## config.mk

```make
export PLATFORM = sky130hd
export DESIGN_NAME = ksa_serial_add_ctrl
export DESIGN_NICKNAME = d
export VERILOG_FILES = /design/src/rtl/ksa_serial_add_ctrl.sv
export SDC_FILE = /design/constraint.sdc
export NUM_CORES = 1
export LEC_CHECK = 0
export CORE_MARGIN = 2
export CORE_UTILIZATION = 45
export DETAILED_ROUTE_END_ITERATION = 6
export PLACE_DENSITY = 0.87
export SLEW_MARGIN = 20
export SYNTH_ARGS = -nofsm -noshare
export SYNTH_HDL_FRONTEND = slang
export SYNTH_SLANG_ARGS = --single-unit
```

## constraint.sdc

```tcl
create_clock -name clk -period 2.9 [get_ports clk]
set_clock_uncertainty 0.1 [all_clocks]
set_input_delay 0.725 -clock clk [delete_from_list [all_inputs] [get_ports clk]]
set_output_delay 0.725 -clock clk [all_outputs]
set_load 0.01 [all_outputs]
```

## src/rtl/ksa_serial_add_ctrl.sv

```systemverilog
// ksa_serial_add_ctrl: nibble-serial wide adder built around a single 4-bit
// Kogge-Stone slice with carry-in. It captures an operand pair from a
// valid/ready producer and adds one nibble per clock, least significant
// nibble first. The inter-nibble carry is held in a flop. The result (sum,
// carry-out, signed overflow) is then presented to a valid/ready consumer.
//
// Ports:
//   clk        system clock, rising edge
//   rst_n      asynchronous active-low reset
//   in_valid   producer has an operand pair on a/b/cin
//   in_ready   block is idle and can accept an operand pair
//   a, b       W-bit operands (unsigned or two's complement)
//   cin        carry into nibble 0
//   out_valid  sum/cout/ovf are valid
//   out_ready  consumer accepts the result
//   sum        registered a+b+cin modulo 2^W
//   cout       registered carry out of bit W-1
//   ovf        registered signed overflow
//   busy       operation in progress or result pending
module ksa_serial_add_ctrl #(
  parameter int unsigned NIBBLES = 4
) (
  input  logic                   clk,
  input  logic                   rst_n,
  input  logic                   in_valid,
  output logic                   in_ready,
  input  logic [4*NIBBLES-1:0]   a,
  input  logic [4*NIBBLES-1:0]   b,
  input  logic                   cin,
  output logic                   out_valid,
  input  logic                   out_ready,
  output logic [4*NIBBLES-1:0]   sum,
  output logic                   cout,
  output logic                   ovf,
  output logic                   busy
);

  localparam int unsigned W  = 4 * NIBBLES;
  localparam int unsigned CW = $clog2(NIBBLES);

  localparam logic [1:0] StIdle = 2'd0;
  localparam logic [1:0] StRun  = 2'd1;
  localparam logic [1:0] StDone = 2'd2;

  localparam logic [CW-1:0] LastCnt = CW'(NIBBLES - 1);

  logic [1:0]    state_q, state_d;
  logic [CW-1:0] cnt_q, cnt_d;
  logic          carry_q, carry_d;
  logic [W-1:0]  a_q, a_d;
  logic [W-1:0]  b_q, b_d;
  logic [W-1:0]  sum_q, sum_d;
  logic          cout_q, cout_d;
  logic          ovf_q, ovf_d;

  // Kogge-Stone 4-bit slice on the current nibble
  logic [3:0] nib_a, nib_b, g, p, s4;
  logic       g0c, g10, g21, g32, p21, p32, c1, c2, c3, c4;

  always_comb begin
    nib_a = a_q[{cnt_q, 2'b00} +: 4];
    nib_b = b_q[{cnt_q, 2'b00} +: 4];
    g     = nib_a & nib_b;
    p     = nib_a ^ nib_b;
    // Fold carry-in into bit 0 generate so the prefix tree needs no extra column
    g0c   = g[0] | (p[0] & carry_q);
    // Level 1: span 2
    g10   = g[1] | (p[1] & g0c);
    g21   = g[2] | (p[2] & g[1]);
    p21   = p[2] & p[1];
    g32   = g[3] | (p[3] & g[2]);
    p32   = p[3] & p[2];
    // Level 2: span 4
    c1    = g0c;
    c2    = g10;
    c3    = g21 | (p21 & g0c);
    c4    = g32 | (p32 & g10);
    s4    = p ^ {c3, c2, c1, carry_q};
  end

  always_comb begin
    state_d = state_q;
    cnt_d   = cnt_q;
    carry_d = carry_q;
    a_d     = a_q;
    b_d     = b_q;
    sum_d   = sum_q;
    cout_d  = cout_q;
    ovf_d   = ovf_q;
    case (state_q)
      StIdle: begin
        if (in_valid) begin
          a_d     = a;
          b_d     = b;
          carry_d = cin;
          cnt_d   = '0;
          state_d = StRun;
        end
      end
      StRun: begin
        sum_d[{cnt_q, 2'b00} +: 4] = s4;
        carry_d = c4;
        if (cnt_q == LastCnt) begin
          cout_d  = c4;
          ovf_d   = c3 ^ c4;
          cnt_d   = '0;
          state_d = StDone;
        end else begin
          cnt_d = cnt_q + 1'b1;
        end
      end
      StDone: begin
        if (out_ready) state_d = StIdle;
      end
      default: state_d = StIdle;
    endcase
  end

  always_ff @(posedge clk or negedge rst_n) begin
    if (!rst_n) begin
      state_q <= StIdle;
      cnt_q   <= '0;
      carry_q <= 1'b0;
      a_q     <= '0;
      b_q     <= '0;
      sum_q   <= '0;
      cout_q  <= 1'b0;
      ovf_q   <= 1'b0;
    end else begin
      state_q <= state_d;
      cnt_q   <= cnt_d;
      carry_q <= carry_d;
      a_q     <= a_d;
      b_q     <= b_d;
      sum_q   <= sum_d;
      cout_q  <= cout_d;
      ovf_q   <= ovf_d;
    end
  end

  assign in_ready  = (state_q == StIdle);
  assign out_valid = (state_q == StDone);
  assign busy      = (state_q != StIdle);
  assign sum       = sum_q;
  assign cout      = cout_q;
  assign ovf       = ovf_q;

endmodule

```

**Word level (Yosys, flattened, before mapping)**

Index checks and enable logic that the tools add are counted.

- Flip-flop bits (word level): 55
- Input bits: 37
- Output and inout bits: 21

- $add $sub $neg: 2
- Equal/unequal tests: 6
- Shift-type cells: 4
- Mux-type cells: 10
- Bitwise gates (word level): 18
- Reductions and logical operators: 7

Operator list:

| kind | number |
|---|---|
| $shiftx 16x5->4 | 2 |
| $bwmux 16 | 1 |
| $shift 4x6->16 const A | 1 |
| $shiftx 4x6->16 | 1 |
| $mux 2 | 5 |
| $and 1x1->1 | 8 |
| $xor 4x4->4 | 2 |
| $neg 4->6 | 1 |
| $or 1x1->1 | 6 |
| $pmux 2 s3 | 1 |
| $reduce_and 2->1 | 3 |
| $and 4x4->4 | 1 |
| $eq 2x2->1 const B | 2 |
| $ne 2x2->1 const B | 2 |
| $pmux 2 s2 | 1 |
| $reduce_bool 2->1 | 2 |
| $reduce_and 3->1 | 1 |
| $add 2x1->2 const B | 1 |
| $eq 2x1->1 const B | 1 |
| $logic_not 2->1 | 1 |
| $ne 2x1->1 const B | 1 |
| $pmux 1 s2 | 1 |
| $mux 1 | 1 |
| $xor 1x1->1 | 1 |

**Logic depth before layout (Yosys ltp)**

- Depth after elaboration: 9
- Gate-level depth with buffers: 8
- Mapped depth without buffers: 7

**Worst setup path after synthesis**

No wires, ideal clock.

- Path type: flip-flop to flip-flop
- From: register cnt_q[0]
- To: register ovf_q (netlist: ovf)
- Setup time: 127 ps
- Arrival: 2683 ps
- Slack: -11 ps
- Stages on the path, launching flop included: 9
- Clock period less this slack: 2911 ps
- Cells stage by stage: dfrtp_1 > buf_4 > mux4_2 > fa_1 > fa_1 > a21o_1 > a21oi_1 > xnor2_1 > o21ai_0

- Cells in the longest elaborated chain, start to end: 9
- Elaborated cells on any way between the ends: 21

Ends and longest elaborated chain:

| element | line | source |
|---|---|---|
| from (decl) | 48 | `logic [CW-1:0] cnt_q, cnt_d;` |
| from (signal assigned) | 131 | `cnt_q <= cnt_d;` |
| $shiftx 16x5->4 (on tied branches) | 61, 62 |  |
| $xor 4x4->4 | 64 | `p = nib_a ^ nib_b;` |
| $and 1x1->1 | 66 | `g0c = g[0] \| (p[0] & carry_q);` |
| $or 1x1->1 | 66 |  |
| $and 1x1->1 | 68 | `g10 = g[1] \| (p[1] & g0c);` |
| $or 1x1->1 | 68 |  |
| $and 1x1->1 | 77 | `c4 = g32 \| (p32 & g10);` |
| $or 1x1->1 | 77 |  |
| $xor 1x1->1 | 105 | `ovf_d = c3 ^ c4;` |
| to (signal assigned) | 137 | `ovf_q <= ovf_d;` |
| to (decl) | 54 | `logic ovf_q, ovf_d;` |

Parallel ways exist; a longest one is shown, timed or not.
A chain may end at the register's enable or synchronous reset.

**Worst setup path after layout**

Ends and elaborated chain as after synthesis.

==> flow_metrics.tcl <==
set metrics [dict create \
    setup_viol 0 \
    powerDensity_nw_per_um2 1241 \
    ys_top_cells_by_area "dfrtp_1, mux2_2, mux4_2, a22o_1, ha_1" \
    synth_area_leader_cell "dfrtp_1" \
    ys_ff_latch 55 \
    grt_max_degree 37 \
    combPwrFrac_pct 55.3 \
    synth_ff_type "dfrtp_1" \
    cts_max_level 2 \
    cts-root-buf "clkbuf_8" \
    grt-ovfl-total 0 \
    fin_nets 284 \
    required_ns 2.99 \
    status "complete, no violations" \
    cts_tree "built" \
    drc 0 \
    grt_setup_unrepaired "false" \
    worst_slew_pin_slew_ns 0.4851 \
    yosysMostFrequentCell "dfrtp_1" \
    arrival_ns 2.77 \
    grt_use_total_pct 15.97 \
    reg2reg_from "cnt_q[0]" \
    ir_drop_v 0.0007903 \
    dr_wl_met3_um 193 \
    max_cap_viol_count 0 \
    fp.dieH_um 79.28 \
    synth-edff-count 0 \
    ys_types 29 \
    dp_hpwl_mm 3.695 \
    hold_violations 0 \
    crit_fanout 4 \
    finalCriticalPeriod_ns 2.686 \
    initialDrtViolationCount 63 \
    end_kind "flip-flop" \
    ctsLongestPathBuffers 2 \
    synth_commonest_cells "dfrtp_1, mux2_2, a22o_1" \
    seq_power_share_pct 32.2 \
    port_buffers 57 \
    grt_pass1_wl_mm 7.728 \
    core_um2 5473 \
    netlist_area_um2 2550 \
    wl_per_cell_um 15.52 \
    crit_path_start_kind "flip-flop" \
    rows 27 \
    ios 58 \
    grt_pass1_vias 1638 \
    hp-class "primary input to asynchronous set/reset pin" \
    syn_area_per_cell_um2 14.65 \
    cts_buffers 5 \
    clock-sinks 55 \
    async_flop_share_pct 100.0 \
    yosysSeqAreaShare_pct 53.97 \
    drt_first_pass_iters 4 \
    swShare_pct 37.89 \
    crit_type "flip-flop to flip-flop" \
    wl_mm 4.797 \
    clkPwrFrac_pct 12.5 \
    holdBufCountCts 0 \
    postRouteAntennaNets 0 \
    insertedDiodeCount 0 \
    internal-power_uw 2564 \
    power_uw 4128 \
    start_util_pct 46.59 \
    post_drt_via_cell_ratio 5.129 \
    vias 1585 \
    dieArea_um2 6285 \
    rr_endpoint "ovf" \
    top_layer "met4" \
    drive_above_1_share_pct 25.74 \
    routed-wl-met2_mm 2.466 \
    area_delta_synth_final_pct 30.42 \
    max-slew-margin-rel_pct 67.66 \
    gp_congestion 0.8295 \
    ys.warnings.count 0 \
    die_w_um 79.28 \
    clock_latency_ns 0.30 \
    fmax_ghz 0.3724 \
    fin_crit_sh_pct 92.60 \
    reg2reg_slack_ns 0.21 \
    fin_util_pct 60.77 \
    syn-num-nets 222 \
    slew_violations 0 \
    clk_pin_slew_ns 0.09 \
    met1Wirelength_mm 2.059 \
    antenna_found_initial 0 \
    fin_tns_setup_ns 0 \
    p_leak_uw 0.001418 \
    power_switching_uw 1564 \
    r2r_cells 7 \
    synth_top_area_share_pct 53.97 \
    syn-instance-count 174 \
]
## placed cells by master, fill, tap and decap left out
master / n
a21oi_1: 1
mux4_2: 8
clkinv_2: 1
nand2_1: 11
xnor2_1: 3
a22oi_1: 1
or2b_1: 1
nand2_4: 1
a22o_1: 14
buf_4: 4
fa_1: 2
inv_2: 1
nor4b_4: 1
a21oi_2: 1
clkdlybuf4s50_1: 56
buf_2: 1
nand2b_1: 1
a21o_1: 2
bufinv_16: 1
dfrtp_1: 55
or3_1: 1
xor2_1: 1
clkbuf_8: 6
mux2_2: 32
nor2_1: 5
nor2b_4: 1
inv_1: 4
nor4_4: 1
ha_1: 9
buf_12: 1
o31ai_1: 4
o21bai_1: 1
nor3b_2: 1
o21ai_0: 4
## worst max-delay path, cell delays in order, from the launching register on
cell and delay, ns:
dfrtp_1 0.43, mux4_2 0.54, fa_1 0.44, fa_1 0.45, a21o_1 0.20, a21oi_2 0.20, xnor2_1 0.13, o21ai_0 0.08
## area by class of cell
| class | instances | area [um^2] |
|---|---|---|
| clock buffer | 6 | 82.58 |
| clock inverter | 2 | 35.03 |
| fill | 454 | 2147 |
| inverter | 5 | 18.77 |
| multi-input combinational | 107 | 1107 |
| sequential | 55 | 1376 |
| tap | 72 | 90.09 |
| timing repair buffer | 62 | 615.6 |
## power groups by stage
stage | Sequential, uW | Clock [uW] | Combinational [uW]
floorplan | 1330 | 0 | 1570
global placement | 1330 | 0 | 2180
detailed placement | 1350 | 0 | 2250
CTS | 1330 | 529 | 2280
global route | 1370 | 558 | 2460
finish | 1330 | 514 | 2280
## kinds of logic (layout without fill, tap and decap cells)
logic type                 Yosys count  count (layout)  synth area share, %
and+or+nand+nor                     24              24                6.183
xor gates and xnor gates             4               4                1.374
muxes                               40              40                21.20
AOI/OAI and AO/OA                   28              28                8.342
DFF                                 55              55                53.97
adders and majority gates           11              11                5.986
buffers and inverters               12              75                2.944
## per-stage QoR
stage / setup WS, ns / cells / hold WS, ns / instance area (um^2)
2_1_floorplan: 0.02974 / 174 / 0.3294 / 2554
3_3_place_gp: 0.2351 / 301 / 0.3666 / 3204
3_5_place_dp: 0.1473 / 301 / 0.3844 / 3204
4_1_cts: 0.1239 / 309 / 0.2719 / 3322
5_1_grt: 0.04682 / 309 / 0.2940 / 3326
6_report: 0.2145 / 309 / 0.2707 / 3326
## registers in the layout, summed over array words and instances (netlist names)
name,count
ovf,1
b_q,16
state_q,2
sum,16
cout,1
cnt_q,2
a_q,16
carry_q,1
## what timing repair did
item	4_1_cts	5_1_grt
gates resized for setup	0	1
buffers inserted	0	0
endpoints found under the setup margin	0	1
## routing by layer
metal	up-vias	global-route usage, %
li1	756	-
met1	773	19.98
met2	47	27.71
met3	9	3.182
met4	0	5.345
met5	-	0
## how the worst max path moves through the flow
stage / start / end / slack (ns) / cells after the start
floorplan: cnt_q[0] / ovf / 0.03 / 8
global placement: cnt_q[0] / ovf / 0.24 / 7
detailed placement: cnt_q[0] / ovf / 0.15 / 7
CTS: cnt_q[0] / ovf / 0.12 / 7
global route: cnt_q[0] / ovf / 0.05 / 7
finish: cnt_q[0] / ovf / 0.21 / 7
Power figures use the tool's default switching activity.
